==> src/rtl/fir_accumulator.sv <==
// FIR output accumulator: sums TAPS consecutive multiplier products into one sample
// and presents it on a registered valid/ready output with single-slot buffering.
module fir_accumulator #(
    parameter int unsigned N    = 16,
    parameter int unsigned TAPS = 8,
    parameter int unsigned CW   = 3,
    parameter int unsigned AW   = 19
) (
    input  logic          clk,
    input  logic          rst,
    input  logic          clr,
    input  logic [N-1:0]  prod_in,
    input  logic          prod_valid,
    output logic          prod_ready,
    output logic [CW-1:0] tap_idx,
    output logic [AW-1:0] acc_out,
    output logic          acc_valid,
    input  logic          acc_ready,
    output logic          busy
);

    localparam logic [CW-1:0] LAST_TAP = CW'(TAPS - 1);

    logic [CW-1:0] tap_r, tap_nxt_s;
    logic [AW-1:0] acc_r, acc_nxt_s;
    logic [AW-1:0] acc_out_r, acc_out_nxt_s;
    logic          acc_valid_r, acc_valid_nxt_s;
    logic          busy_r, busy_nxt_s;
    logic [AW-1:0] prod_ext_s, sum_s;
    logic          last_s, accept_s, consume_s;

    // The final product of a frame may only enter when the output slot is free or draining.
    assign last_s     = (tap_r == LAST_TAP);
    assign prod_ready = !(last_s && acc_valid_r && !acc_ready);
    assign accept_s   = prod_valid && prod_ready;
    assign consume_s  = acc_valid_r && acc_ready;
    assign prod_ext_s = {{(AW-N){1'b0}}, prod_in};
    assign sum_s      = acc_r + prod_ext_s;

    // Next-state: clr wins over accept and consume; frame end loads the output slot.
    always_comb begin
        tap_nxt_s       = tap_r;
        acc_nxt_s       = acc_r;
        acc_out_nxt_s   = acc_out_r;
        acc_valid_nxt_s = acc_valid_r;
        if (clr) begin
            tap_nxt_s       = {CW{1'b0}};
            acc_nxt_s       = {AW{1'b0}};
            acc_out_nxt_s   = {AW{1'b0}};
            acc_valid_nxt_s = 1'b0;
        end else begin
            if (accept_s) begin
                if (tap_r == {CW{1'b0}}) begin
                    acc_nxt_s = prod_ext_s;
                end else begin
                    acc_nxt_s = sum_s;
                end
                if (last_s) begin
                    tap_nxt_s = {CW{1'b0}};
                end else begin
                    tap_nxt_s = tap_r + {{(CW-1){1'b0}}, 1'b1};
                end
            end else begin
                tap_nxt_s = tap_r;
            end
            if (accept_s && last_s) begin
                acc_out_nxt_s   = sum_s;
                acc_valid_nxt_s = 1'b1;
            end else if (consume_s) begin
                acc_valid_nxt_s = 1'b0;
            end else begin
                acc_valid_nxt_s = acc_valid_r;
            end
        end
        busy_nxt_s = (tap_nxt_s != {CW{1'b0}});
    end

    // State and registered outputs.
    always_ff @(posedge clk or posedge rst) begin
        if (rst) begin
            tap_r       <= {CW{1'b0}};
            acc_r       <= {AW{1'b0}};
            acc_out_r   <= {AW{1'b0}};
            acc_valid_r <= 1'b0;
            busy_r      <= 1'b0;
        end else begin
            tap_r       <= tap_nxt_s;
            acc_r       <= acc_nxt_s;
            acc_out_r   <= acc_out_nxt_s;
            acc_valid_r <= acc_valid_nxt_s;
            busy_r      <= busy_nxt_s;
        end
    end

    assign tap_idx   = tap_r;
    assign acc_out   = acc_out_r;
    assign acc_valid = acc_valid_r;
    assign busy      = busy_r;

endmodule

==> config.mk <==
export PLATFORM = sky130hd
export DESIGN_NAME = fir_accumulator
export DESIGN_NICKNAME = d
export VERILOG_FILES = /design/src/rtl/fir_accumulator.sv
export SDC_FILE = /design/constraint.sdc
export NUM_CORES = 1
export LEC_CHECK = 0
export ABC_AREA = 0
export CORE_MARGIN = 2
export CORE_UTILIZATION = 40
export CTS_CLUSTER_DIAMETER = 30
export DETAILED_ROUTE_END_ITERATION = 10
export DONT_BUFFER_PORTS = 1
export GPL_TIMING_DRIVEN = 0
export SYNTH_ARGS = -nofsm -noshare
export SYNTH_HDL_FRONTEND = slang
export SYNTH_SLANG_ARGS = --single-unit
==> constraint.sdc <==
create_clock -name clk -period 2.93 [get_ports clk]
set_clock_uncertainty 0.1 [all_clocks]
set_input_delay 0.586 -clock clk [delete_from_list [all_inputs] [get_ports clk]]
set_output_delay 0.586 -clock clk [all_outputs]
set_load 0.005 [all_outputs]
# [After elaboration in Yosys (flattened, before gate mapping)]
# Index checks and enable logic that the tools add are counted.
# W data, S select, Z words.
[classes] n_addsub=2 n_eq_ne=1 muxes=11 n_reduce_logical=12
[op_table] cell="$mux W19" count=5
[op_table] cell="$add A19 B16 Y19" count=1
[op_table] cell="$mux W3" count=3
[op_table] cell="$reduce_bool A3 Y1" count=2
[op_table] cell="$logic_and A1 B1 Y1" count=5
[op_table] cell="$reduce_bool A2 Y1" count=2
[op_table] cell="$add A3 B1 Y3 const B" count=1
[op_table] cell="$eq A3 B3 Y1 const B" count=1
[op_table] cell="$logic_not A3 Y1" count=1
[op_table] cell="$mux W1" count=3
[op_table] cell="$logic_not A1 Y1" count=2
[totals] regBits=43 in_bits=21 output_inout_bits=25 elab_cells=31

# [Longest topological paths before layout]
# Gate-level depths: netlist of run 1.
[logic_depth] ltp_word=8 depth_mapped=9 mapped_depth_nobuf=8

# [Worst setup path after synthesis of run 1]
# OpenSTA, ideal clock, no wires.
[synth_timing] kind="input -> register" start="input prod_in[0]" end="register acc_r[14]" setup_ns=0.124 t_arrival_ns=2.446 t_required_ns=2.706 slack_ns=0.260 stages=8 n_path_buf=0 cell_sequence="ha_1 -> fa_1 -> a21o_1 -> a221oi_4 -> o211ai_4 -> a211oi_2 -> xnor2_1 -> o31a_1"
[synth_via] elab_chain_len=4
[synth_lines] item="start, declared" line_no="12" rtl="input logic [N-1:0] prod_in,"
[synth_lines] item="$add A19 B16 Y19" line_no="38" rtl="assign sum_s = acc_r + prod_ext_s;"
[synth_lines] item="$mux W19" line_no="53" rtl="if (tap_r == {CW{1'b0}}) begin"
[synth_lines] item="$mux W19" line_no="52" rtl="if (accept_s) begin"
[synth_lines] item="$mux W19" line_no="46" rtl="if (clr) begin"
[synth_lines] item="end signal, assigned" line_no="82" rtl="acc_r <= {AW{1'b0}};"
[synth_lines] item="end signal, assigned" line_no="88" rtl="acc_r <= acc_nxt_s;"
[synth_lines] item="end, declared" line_no="25" rtl="logic [AW-1:0] acc_r, acc_nxt_s;"
# No other way between the ends. The select of a mux whose other input is x is not followed.
# A chain may end at the register's enable or synchronous reset.

# [Worst setup path in the final report of run 1]
[layout_timing] start="register acc_r[0]" end="register acc_r[14]"
[layout_via] elab_chain_len=4
[layout_lines] item="$add A19 B16 Y19" line_no="38"
[layout_lines] item="$mux W19" line_no="53"
[layout_lines] item="$mux W19" line_no="52"
[layout_lines] item="$mux W19" line_no="46"
# No other way between the ends. The select of a mux whose other input is x is not followed.

==> results of run 1 <==
[layer usage]
metal / vias to the layer above / part of all wire (%) / track usage [%] / wire length [um]
met5: - / 0 / 0 / 0
met4: 0 / 2.2 / 8.13 / 161
met3: 13 / 6.1 / 4.48 / 449
met2: 61 / 46 / 30.9 / 3410
met1: 1121 / 45 / 26.6 / 3330
li1: 1120 / - / - / -
[worst max-delay path: cells and delay by family, from the launching register on]
kind | cells | cell delay [ps]
compound gates | 5 | 1290
fa+ha+maj | 2 | 640
xor+xnor | 1 | 110
flops | 1 | 390
[cells by family (layout without fill, tap and decap cells)]
family,after synthesis,in the layout,share of synthesized area [%]
xor gates and xnor gates,15,15,4.58
muxes,1,1,0.349
DFF,43,43,37.5
adders and majority gates,20,20,8.99
AOI/OAI and AO/OA,98,98,28.4
and+or+nand+nor,96,96,15.9
buffers and inverters,23,32,4.28
[power by group through the flow]
stage | clock network [mW] | registers, mW | logic [mW]
5_1_grt | 0.535 | 0.715 | 0.552
2_1_floorplan | 0 | 0.704 | 0.388
3_5_place_dp | 0 | 0.718 | 0.497
6_report | 0.497 | 0.704 | 0.497
4_1_cts | 0.510 | 0.706 | 0.498
3_3_place_gp | 0 | 0.716 | 0.488
[registers in the layout, indices dropped and copies added, names as in the netlist]
name       count
acc_out       19
tap_idx        3
acc_r         19
busy           1
acc_valid      1
[cells in the mapped netlist (3+ instances only)]
cell type | n | share of area, %
sky130_fd_sc_hd__dfrtp_1 | 43 | 38
sky130_fd_sc_hd__ha_1 | 19 | 8.3
sky130_fd_sc_hd__nand4_1 | 3 | 0.65
sky130_fd_sc_hd__nand2_1 | 42 | 5.5
sky130_fd_sc_hd__and2_1 | 3 | 0.65
sky130_fd_sc_hd__o31ai_1 | 3 | 0.79
sky130_fd_sc_hd__xnor2_1 | 8 | 2.4
sky130_fd_sc_hd__o31a_1 | 3 | 0.92
sky130_fd_sc_hd__a22o_1 | 14 | 4.3
sky130_fd_sc_hd__a21o_1 | 5 | 1.3
sky130_fd_sc_hd__a21oi_1 | 25 | 4.4
sky130_fd_sc_hd__a311oi_1 | 6 | 1.8
sky130_fd_sc_hd__clkbuf_1 | 10 | 1.3
sky130_fd_sc_hd__inv_1 | 6 | 0.79
sky130_fd_sc_hd__nor3_1 | 7 | 1.2
sky130_fd_sc_hd__nor2_1 | 18 | 2.4
sky130_fd_sc_hd__o21ai_1 | 3 | 0.52
sky130_fd_sc_hd__o21ai_0 | 8 | 1.4
sky130_fd_sc_hd__xor2_1 | 7 | 2.1
sky130_fd_sc_hd__nand3_1 | 6 | 1.0
[area by class of cell]
type / count / area (um^2) / share of cell area, %
multi-input combinational: 230 / 1670 / 53.4
sequential: 43 / 1080 / 34.4
tap: 96 / 120 / 3.84
buffer: 17 / 101 / 3.24
clock buffer: 6 / 82.6 / 2.64
clock inverter: 2 / 35.0 / 1.12
inverter: 6 / 22.5 / 0.720
timing repair buffer: 1 / 20.0 / 0.640
[final timing paths]
kind	slack (ps)	endpoint
max in group asynchronous	2220	acc_out[8]$_DFFE_PP0P_
max reg2reg	280	acc_r[14]$_DFFE_PP0P_
min	40	acc_out[18]$_DFFE_PP0P_
min in group clk	250	tap_idx[1]$_DFF_PP0_
max	280	acc_r[14]$_DFFE_PP0P_
min reg2reg	390	acc_out[10]$_DFFE_PP0P_
==> impl_results.md, run 1 <==
- Number of global-route vias before repair: 2306
- Tightest slew margin relative to the limit: 58.5%
- HPWL after DPL: 5600 um
- Max Root-Sink Buffers: 2
- GRT Resource Usage Total: 19.9%
- Worst path setup slack after routing: 276 ps
- Starting density of the core: 41.7%
- Average wire per standard cell: 18.3 um
- Number of buffers inserted for hold repair after clock tree synthesis: 0
- Share of flip-flops with an asynchronous set or reset after synthesis: 100%
- Startpoint kind of the worst setup timing path: register
- Total of fill cells in the finished design: 685
- Most common flop cell mapped by yosys: sky130_fd_sc_hd__dfrtp_1
- Vias per inst: 5.77
- Number of storage elements in the synthesis netlist: 43
- Ant diodes: 0
- Nets: 345
- Iter 0 DRT Violations: 131
- Most common cell after layout, fill and taps aside: sky130_fd_sc_hd__dfrtp_1
- Total net switching power: 573 uW
- Share of final-layout standard cells stronger than drive strength 1: 12.8%
- Total power per unit cell area: 543 nW/um^2
- Wire length of the first global-routing pass: 11800 um
- Post-CTS setup-driven buffer insertion count: 0
- DIE AREA: 7860 um^2
- Worst R2R Path Depth: 8
- Maximum resistive drop on vdd: 241 uV
- Final core utilization: 45.5%
- Horizontal die dimension: 88.7 um
- Core footprint: 6870 um^2
- Worst setup path startpoint: acc_r[0]$_DFFE_PP0P_
- Classification of the worst-slack hold path: in -> async
- Number of cells upsized or downsized after cts: 0
- Worst Max-Slew Pin Slew: 623 ps
- Largest net degree at the start of global routing: 28
- CTS H-Tree Depth: 2
- Cell area after synthesis: 2870 um^2
- Result of the run: complete, no violations
- CTS tree: yes
- Critical R2R Launch: acc_r[0]$_DFFE_PP0P_
- Detailed-route via count: 2315
- Worst-case hold slack: 38.8 ps
- Sum of routed wire length over all layers: 7350 um
- Final Cell Area: 3130 um^2
- Most used cells in the layout excluding fill and tap cells: 43 x sky130_fd_sc_hd__dfrtp_1, 42 x sky130_fd_sc_hd__nand2_1, 25 x sky130_fd_sc_hd__a21oi_1
- Area of placed instances: 3010 um^2
- CTS sink cnt: 43
- Final RePlAce weighted congestion: 0.950
- Count of boundary I/O pins: 46
- Unrepaired setup endpoints after global routing: false
- Final setup vio count: 0
- Relative area change from synthesis to final layout: 9.03%
- Synthesized area per cell: 9.69 um^2
- Master cell of the clock root buffer: sky130_fd_sc_hd__clkbuf_8
- TNS Setup: 0 ps
- Category of the critical setup timing path: reg -> reg
- Final non-filler cell total: 401
- Fin. max-slew vios: 0
- Overflow after GRT: 0
- Synthesized netlist net count: 337
- Yosys warning count: 0
- Share of power burned in registers: 41.5%
- Net switching share of the total power: 33.7%
- Clock-pin transition on the worst setup and hold timing paths: 90 ps
- Clock period minus worst slack: 2650 ps
- Critical Path Slowest Stage Cell: sky130_fd_sc_hd__a221oi_4
- Worst-skew pair later-pin latency: 300 ps
- Number of distinct library cells after synthesis: 66
- Number of placement rows: 30
- Final hold violation count: 0
- Antenna violations before repair: 0
- First-pass detailed-route iteration total: 4
- Setup Slack @ Placement: 52.4 ps
- Clock power frac: 29.3%
- Remaining antenna violation count: 0
- Critical Path End Type: register
- Internal: 1.13 mW
- Maximum clock frequency: 0.377 GHz
- Quantity of I/O buffers inserted on ports: 0
- Leakage Power: 1.40 nW
- Req. time, crit path: 3020 ps
- Final clock period utilization by the worst path: 90.6%
- Seq/Total Area, Yosys: 37.5%
- Largest stage delay on the critical path: 430 ps
- Inst Count DP: 393
- Share of power burned in combinational logic: 29.3%
- Arrival time of data at the critical path endpoint: 2750 ps
- Largest fanout of any net on the critical path: 5
- Post-route DRC violation count: 0
- Number of standard cells after synthesis: 296
- EDFF count, synth: 0
- Worst path cell trace: ha_1 -> fa_1 -> a21o_1 -> a221oi_4 -> o211ai_4 -> a211oi_2 -> xnor2_1 -> o31a_1
- Number of max-capacitance violations reported: 0
- Final total power: 1.70 mW
- Die Height: 88.7 um
- CTS Buf Count: 5
No activity file was read; power rests on OpenSTA's default activity.
==> run 2, diff against run 1 <==
- clock period: 2.93 -> 3.1 ns (I/O delays scaled with it)
==> impl_results.md, run 2 (synthesis gave the netlist of run 1 again) <==
- Critical Path End Type: register (unchanged)
- Remaining antenna violation count: 0 (unchanged)
- Wire length of the first global-routing pass: 11800 um (unchanged)
- First-pass detailed-route iteration total: 4 (unchanged)
- Quantity of I/O buffers inserted on ports: 0 (unchanged)
- Routed length on met3: 408 um (was 449 um)
- Unrepaired setup endpoints after global routing: false (unchanged)
- Relative area change from synthesis to final layout: 8.99% (was 9.03%)
- TNS Setup: 0 ps (unchanged)
- Share of final-layout standard cells stronger than drive strength 1: 12.5% (was 12.8%)
- HPWL after DPL: 5600 um (unchanged)
- Max Root-Sink Buffers: 2 (unchanged)
- Overflow after GRT: 0 (unchanged)
- Clock period minus worst slack: 2820 ps (was 2650 ps)
- Buffers & Inverters on Critical Path: 1 (was 0)
- Critical Path Slowest Stage Cell: sky130_fd_sc_hd__nor2_1 (was sky130_fd_sc_hd__a221oi_4)
- Core footprint: 6870 um^2 (unchanged)
- CTS sink cnt: 43 (unchanged)
- Met1 layer wirelength in the final routing: 3360 um (was 3330 um)
- Final clock period utilization by the worst path: 91.0% (was 90.6%)
- DIE AREA: 7860 um^2 (unchanged)
- Detailed-route via count: 2326 (was 2315)
- Number of cells upsized or downsized after cts: 0 (unchanged)
- Max Used Layer: met4 (unchanged)
- Worst-skew pair later-pin latency: 300 ps (about the same)
- Tightest slew margin relative to the limit: 58.6% (was 58.5%)
- Starting density of the core: 41.7% (unchanged)
- Maximum clock frequency: 0.354 GHz (was 0.377 GHz)
- Most used cells in the layout excluding fill and tap cells: 43 x sky130_fd_sc_hd__dfrtp_1, 42 x sky130_fd_sc_hd__nand2_1, 25 x sky130_fd_sc_hd__a21oi_1 (unchanged)
- Number of global-route vias before repair: 2306 (unchanged)
- Worst path cell trace: ha_1 -> ha_1 -> nand3b_1 -> and2_1 -> a21oi_2 -> nor2_1 -> clkbuf_1 -> o21ai_0 -> nand2_1 (was ha_1 -> fa_1 -> a21o_1 -> a221oi_4 -> o211ai_4 -> a211oi_2 -> xnor2_1 -> o31a_1)
- Vias per inst: 5.80 (was 5.77)
- Final RePlAce weighted congestion: 0.950 (unchanged)
- Most common cell after layout, fill and taps aside: sky130_fd_sc_hd__dfrtp_1 (unchanged)
- Startpoint kind of the worst setup timing path: register (unchanged)
- Nets: 345 (unchanged)
- Ant diodes: 0 (unchanged)
- Largest fanout of any net on the critical path: 10 (was 5)
- Iter 0 DRT Violations: 119 (was 131)
- Final hold violation count: 0 (unchanged)
- Average wire per standard cell: 18.3 um (about the same)
- Number of max-capacitance violations reported: 0 (unchanged)
- Worst Max-Slew Pin Slew: 621 ps (was 623 ps)
- Total power per unit cell area: 514 nW/um^2 (was 543 nW/um^2)
- Number of placement rows: 30 (unchanged)
- CTS tree: yes (unchanged)
- Final setup vio count: 0 (unchanged)
- Arrival time of data at the critical path endpoint: 2950 ps (was 2750 ps)
- Fin. max-slew vios: 0 (unchanged)
- Worst-case hold slack: 75.0 ps (was 38.8 ps)
- Largest stage delay on the critical path: 490 ps (was 430 ps)
- CP dominant cell by count: sky130_fd_sc_hd__ha_1
- Post-route DRC violation count: 0 (unchanged)
- Master cell of the clock root buffer: sky130_fd_sc_hd__clkbuf_8 (unchanged)
- Final non-filler cell total: 401 (unchanged)
- Result of the run: complete, no violations (unchanged)
- Die Height: 88.7 um (unchanged)
- Category of the critical setup timing path: reg -> reg (unchanged)
- Maximum resistive drop on vdd: 225 uV (was 241 uV)
- Antenna violations before repair: 0 (unchanged)
- GRT Resource Usage Total: 19.9% (unchanged)
- Sum of routed wire length over all layers: 7340 um (was 7350 um)
- Classification of the worst-slack hold path: in -> async (unchanged)
- Req. time, crit path: 3230 ps (was 3020 ps)
- CTS H-Tree Depth: 2 (unchanged)
- Leakage Power: 1.39 nW (was 1.40 nW)
- Final total power: 1.61 mW (was 1.70 mW)
- Count of boundary I/O pins: 46 (unchanged)
- Post-CTS setup-driven buffer insertion count: 0 (unchanged)
- Horizontal die dimension: 88.7 um (unchanged)
- Number of buffers inserted for hold repair after clock tree synthesis: 0 (unchanged)
- CTS Buf Count: 5 (unchanged)
- Met2 wire length: 3440 um (was 3410 um)
- Clock-pin transition on the worst setup and hold timing paths: 90 ps (about the same)
- Kind of cell adding the most delay to the critical path: simple AND/OR/NAND/NOR gates (was compound AO/OA/AOI/OAI gates)
- Largest net degree at the start of global routing: 28 (unchanged)
- Inst Count DP: 393 (unchanged)
==> run 2: area by class of cell <==
type | instances | area [um^2]
Fill cell | 682 | 3740
Buffer | 17 | 100
Multi-Input combinational cell | 230 | 1670
Tap cell | 96 | 120
Clock inverter | 2 | 35.0
Clock buffer | 6 | 82.6
Timing Repair Buffer | 1 | 20.0
Sequential cell | 43 | 1080
Inverter | 6 | 22.5
==> run 2: final timing paths <==
check,to,slack (ps),start,depth (start not counted)
setup / recovery,acc_out[10]$_DFFE_PP0P_,280,tap_idx[1]$_DFF_PP0_,9
hold / removal,acc_out[18]$_DFFE_PP0P_,70,rst,1
setup reg to reg,acc_out[10]$_DFFE_PP0P_,280,tap_idx[1]$_DFF_PP0_,9
hold reg to reg,acc_out[10]$_DFFE_PP0P_,390,acc_out[10]$_DFFE_PP0P_,2
max in group asynchronous,acc_out[8]$_DFFE_PP0P_,2350,rst,2
min in group clk,tap_idx[1]$_DFF_PP0_,290,clr,1
==> run 2: worst register-to-register path, stage by stage, from the launching register on <==
cell and delay (ps):
sky130_fd_sc_hd__dfrtp_1 430, sky130_fd_sc_hd__ha_1 210, sky130_fd_sc_hd__ha_1 220, sky130_fd_sc_hd__nand3b_1 150, sky130_fd_sc_hd__and2_1 180, sky130_fd_sc_hd__a21oi_2 120
sky130_fd_sc_hd__nor2_1 490, sky130_fd_sc_hd__clkbuf_1 490, sky130_fd_sc_hd__o21ai_0 260, sky130_fd_sc_hd__nand2_1 110
==> run 2: where the power goes <==
| group | internal [mW] | switching [mW] | leakage (nW) |
|---|---|---|---|
| Combinational | 0.182 | 0.288 | 0.765 |
| Sequential | 0.621 | 0.0449 | 0.568 |
| Clock | 0.261 | 0.208 | 0.0612 |
| Total | 1.06 | 0.541 | 1.39 |
==> run 2: layer usage <==
metal | global-route usage [%] | vias to the layer above
met1 | 26.6 | 1137
met5 | 0 | -
li1 | - | 1120
met3 | 4.48 | 9
met2 | 30.9 | 60
met4 | 8.13 | 0
==> run 2: through the flow <==
stage | instance area (um^2) | util, % | setup WS [ps]
floorplan | 2870 | - | 396
global placement | 2990 | 43.5 | 202
detailed placement | 3010 | 43.8 | 188
CTS | 3130 | 45.5 | 268
global route | 3130 | 45.5 | 135
finish | 3130 | 45.5 | 278
==> run 3, diff against run 2 <==
--- a/config.mk
+++ b/config.mk
@@ -6,5 +6,5 @@
 export NUM_CORES = 1
 export LEC_CHECK = 0
-export ABC_AREA = 0
+export ABC_AREA = 1
 export CORE_MARGIN = 2
 export CORE_UTILIZATION = 40
==> constraint.sdc (replaced) <==
create_clock -name clk -period 3.1 [get_ports clk]
set_clock_uncertainty 0.1 [all_clocks]
set_input_delay 0.62 -clock clk [delete_from_list [all_inputs] [get_ports clk]]
set_output_delay 0.62 -clock clk [all_outputs]
set_load 0.1 [all_outputs]
==> impl_results.md, run 3 <==
- Result of the run: complete, no violations (unchanged)
- Leakage Power: 1.76 nW (was 1.39 nW)
- Critical Path Slowest Stage Cell: sky130_fd_sc_hd__dfrtp_2 (was sky130_fd_sc_hd__nor2_1)
- Master cell of the clock root buffer: sky130_fd_sc_hd__clkbuf_8 (unchanged)
- Final hold violation count: 0 (unchanged)
- Synthesized area per cell: 7.25 um^2 (was 9.69 um^2)
- Most used cells in the layout excluding fill and tap cells: 160 x sky130_fd_sc_hd__nand2_1, 40 x sky130_fd_sc_hd__dfrtp_1, 36 x sky130_fd_sc_hd__inv_1 (was 43 x sky130_fd_sc_hd__dfrtp_1, 42 x sky130_fd_sc_hd__nand2_1, 25 x sky130_fd_sc_hd__a21oi_1)
- Number of max-capacitance violations reported: 0 (unchanged)
- Kind of cell adding the most delay to the critical path: simple AND/OR/NAND/NOR gates (unchanged)
- Setup Slack @ Placement: -124 ps (was 188 ps)
- TNS Setup: 0 ps (unchanged)
- Clock-pin transition on the worst setup and hold timing paths: 100 ps (was 90 ps)
- Worst-skew pair later-pin latency: 300 ps (about the same)
- Total power per unit cell area: 472 nW/um^2 (was 514 nW/um^2)
- Number of global-route vias before repair: 2435 (was 2306)
- Max Root-Sink Buffers: 2 (unchanged)
- Final RePlAce weighted congestion: 0.877 (was 0.950)
- Die Height: 90.1 um (was 88.7 um)
- Tightest slew margin relative to the limit: 37.8% (was 58.6%)
- Total of fill cells in the finished design: 769 (was 682)
- Critical Path End Type: register (unchanged)
- CTS Buf Count: 5 (unchanged)
- Number of placement rows: 31 (was 30)
- Cell area after synthesis: 2970 um^2 (was 2870 um^2)
- Sum of routed wire length over all layers: 7510 um (was 7340 um)
- Clock period minus worst slack: 2880 ps (was 2820 ps)
- Count of boundary I/O pins: 46 (unchanged)
- GRT met3 Usage: 4.53% (was 4.48%)
- Buffers & Inverters on Critical Path: 2 (was 1)
- Yosys warning count: 0 (unchanged)
- Wire length of the first global-routing pass: 12400 um (was 11800 um)
- Yosys top cell area share: 36.3% (was 37.5%)
- Most common cell after layout, fill and taps aside: sky130_fd_sc_hd__nand2_1 (was sky130_fd_sc_hd__dfrtp_1)
- Category of the critical setup timing path: reg -> reg (unchanged)
- GR Util met2: 28.8% (was 30.9%)
- Antenna violations before repair: 0 (unchanged)
- Critical R2R Launch: tap_idx[0]$_DFF_PP0_ (was tap_idx[1]$_DFF_PP0_)
- Nets: 458 (was 345)
- Average wire per standard cell: 14.5 um (was 18.3 um)
- Classification of the worst-slack hold path: in -> async (unchanged)
- Final total power: 1.53 mW (was 1.61 mW)
- CTS tree: yes (unchanged)
- GRT Resource Usage Total: 18.9% (was 19.9%)
- Most instantiated library cell after synthesis: sky130_fd_sc_hd__nand2_1 (was sky130_fd_sc_hd__dfrtp_1)
- Req. time, crit path: 3180 ps (was 3230 ps)
- Number of standard cells after synthesis: 409 (was 296)
- Starting density of the core: 41.1% (was 41.7%)
- Leading cell types by total area after synthesis: sky130_fd_sc_hd__dfrtp_1 36%, sky130_fd_sc_hd__nand2_1 20%, sky130_fd_sc_hd__ha_1 8.0% (was sky130_fd_sc_hd__dfrtp_1 38%, sky130_fd_sc_hd__ha_1 8.3%, sky130_fd_sc_hd__nand2_1 5.5%)
- Number of distinct library cells after synthesis: 37 (was 66)
- Met1 Resource Use GR: 27.3% (was 26.6%)
- First-pass detailed-route iteration total: 4 (unchanged)
- Final core utilization: 44.8% (was 45.5%)
- EDFF count, synth: 0 (unchanged)
- Arrival time of data at the critical path endpoint: 2960 ps (was 2950 ps)
- Final clock period utilization by the worst path: 92.9% (was 91.0%)
- Overflow after GRT: 0 (unchanged)
- Final non-filler cell total: 517 (was 401)
- Fin. max-slew vios: 0 (unchanged)
- Sequential Area: 1080 um^2 (about the same)
- Worst Max-Slew Pin Slew: 934 ps (was 621 ps)
- Share of final-layout standard cells stronger than drive strength 1: 11.7% (was 12.5%)
- Number of buffers inserted for hold repair after clock tree synthesis: 0 (unchanged)
- Remaining antenna violation count: 0 (unchanged)
- Leading post-synthesis cells by instance count: 160 x sky130_fd_sc_hd__nand2_1, 43 x sky130_fd_sc_hd__dfrtp_1, 37 x sky130_fd_sc_hd__inv_1 (was 43 x sky130_fd_sc_hd__dfrtp_1, 42 x sky130_fd_sc_hd__nand2_1, 25 x sky130_fd_sc_hd__a21oi_1)
- Horizontal die dimension: 90.1 um (was 88.7 um)
- Iter 0 DRT Violations: 124 (was 119)
- Core footprint: 7210 um^2 (was 6870 um^2)
- Largest stage delay on the critical path: 710 ps (was 490 ps)
- Largest fanout of any net on the critical path: 10 (unchanged)
- Most utilized layer in the global route result: met2 (unchanged)
- DIE AREA: 8120 um^2 (was 7860 um^2)
- Largest net degree at the start of global routing: 30 (was 28)
- Post-route DRC violation count: 0 (unchanged)
- CTS sink cnt: 43 (unchanged)
- Detailed-route via count: 2600 (was 2326)
- Seq/Total Area, Yosys: 36.3% (was 37.5%)
- Multi-input gate area: 1680 um^2 (was 1670 um^2)
- Post-CTS setup-driven buffer insertion count: 0 (unchanged)
- Relative area change from synthesis to final layout: 8.94% (was 8.99%)
- Worst path setup slack after routing: 221 ps (was 278 ps)
- HPWL after DPL: 5960 um (was 5600 um)
- CTS H-Tree Depth: 2 (unchanged)
- Number of storage elements in the synthesis netlist: 43 (unchanged)
- Share of flip-flops with an asynchronous set or reset after synthesis: 100% (unchanged)
- Maximum clock frequency: 0.347 GHz (was 0.354 GHz)
- Worst setup path startpoint: tap_idx[0]$_DFF_PP0_ (was tap_idx[1]$_DFF_PP0_)
- Synthesized netlist net count: 450 (was 337)
- Final setup vio count: 0 (unchanged)
- Maximum resistive drop on vdd: 295 uV (was 225 uV)
- Vias per inst: 5.03 (was 5.80)
- Inst Count DP: 509 (was 393)
- Worst path cell trace: ha_1 -> ha_1 -> nand3_2 -> nand2_2 -> nand2_1 -> inv_1 -> buf_2 -> nor2_1 -> nand4_1 -> nand2_1 (was ha_1 -> ha_1 -> nand3b_1 -> and2_1 -> a21oi_2 -> nor2_1 -> clkbuf_1 -> o21ai_0 -> nand2_1)
- Quantity of I/O buffers inserted on ports: 0 (unchanged)
- Startpoint kind of the worst setup timing path: register (unchanged)
- Ant diodes: 0 (unchanged)
- Most common flop cell mapped by yosys: sky130_fd_sc_hd__dfrtp_1 (unchanged)
- Cell taking the most area after synthesis: sky130_fd_sc_hd__dfrtp_1 (unchanged)
- Unrepaired setup endpoints after global routing: false (unchanged)
-- run 3: kinds of logic (layout without fill, tap and decap cells) --
logic type,count (synthesis),after routing,share of synthesized area [%]
xor+xnor,8,8,2.62
fa+ha+maj,20,20,8.69
simple gates,234,234,33.9
compound gates,54,54,11.3
flops,43,43,36.3
buf+inv,50,59,7.25
-- run 3: final cells by class --
cell class	count	share of cell area, %
timing repair buffer	1	0.619
tap	99	3.83
buffer	8	1.59
clock inverter	2	1.08
clock buffer	6	2.56
sequential	43	33.4
inverter	42	5.07
multi-input combinational	316	51.8
-- run 3: final timing paths --
| check | endpoint | slack, ps | depth (start not counted) |
|---|---|---|---|
| max reg2reg | acc_r[16]$_DFFE_PP0P_ | 220 | 10 |
| max | acc_r[16]$_DFFE_PP0P_ | 220 | 10 |
| max in group asynchronous | acc_r[11]$_DFFE_PP0P_ | 2370 | 2 |
| min | acc_r[10]$_DFFE_PP0P_ | 60 | 1 |
| min reg2reg | acc_r[13]$_DFFE_PP0P_ | 390 | 2 |
| min in group clk | acc_r[4]$_DFFE_PP0P_ | 380 | 2 |
-- run 3: layer usage --
layer  vias to the layer above  routed length (um)
met5                         -                   0
met4                         0                  76
met1                      1213                3730
li1                       1324                   -
met2                        57                3290
met3                         6                 402
-- run 3: timing repair --
| item | in CTS | in global routing |
|---|---|---|
| resized for setup | 2 | 1 |
| gates cloned | 0 | 0 |
| endpoints found under the setup margin | 20 | 17 |
-- run 3: stage by stage --
stage,hold WS [ps],cell area [um^2]
2_1_floorplan,353,2970
3_3_place_gp,368,3090
3_5_place_dp,373,3110
4_1_cts,76.6,3230
5_1_grt,74.2,3230
6_report,62.9,3230
-- run 3: report_power, final --
group	internal, mW	switching [mW]
logic	0.134	0.282
clock network	0.261	0.207
registers	0.586	0.0564
-- run 3: worst register-to-register path, delay by kind of cell (launching register included) --
family / cells / cell delay [ps]
simple gates: 6 / 1180
flops: 1 / 710
fa+ha+maj: 2 / 460
buf+inv: 2 / 340
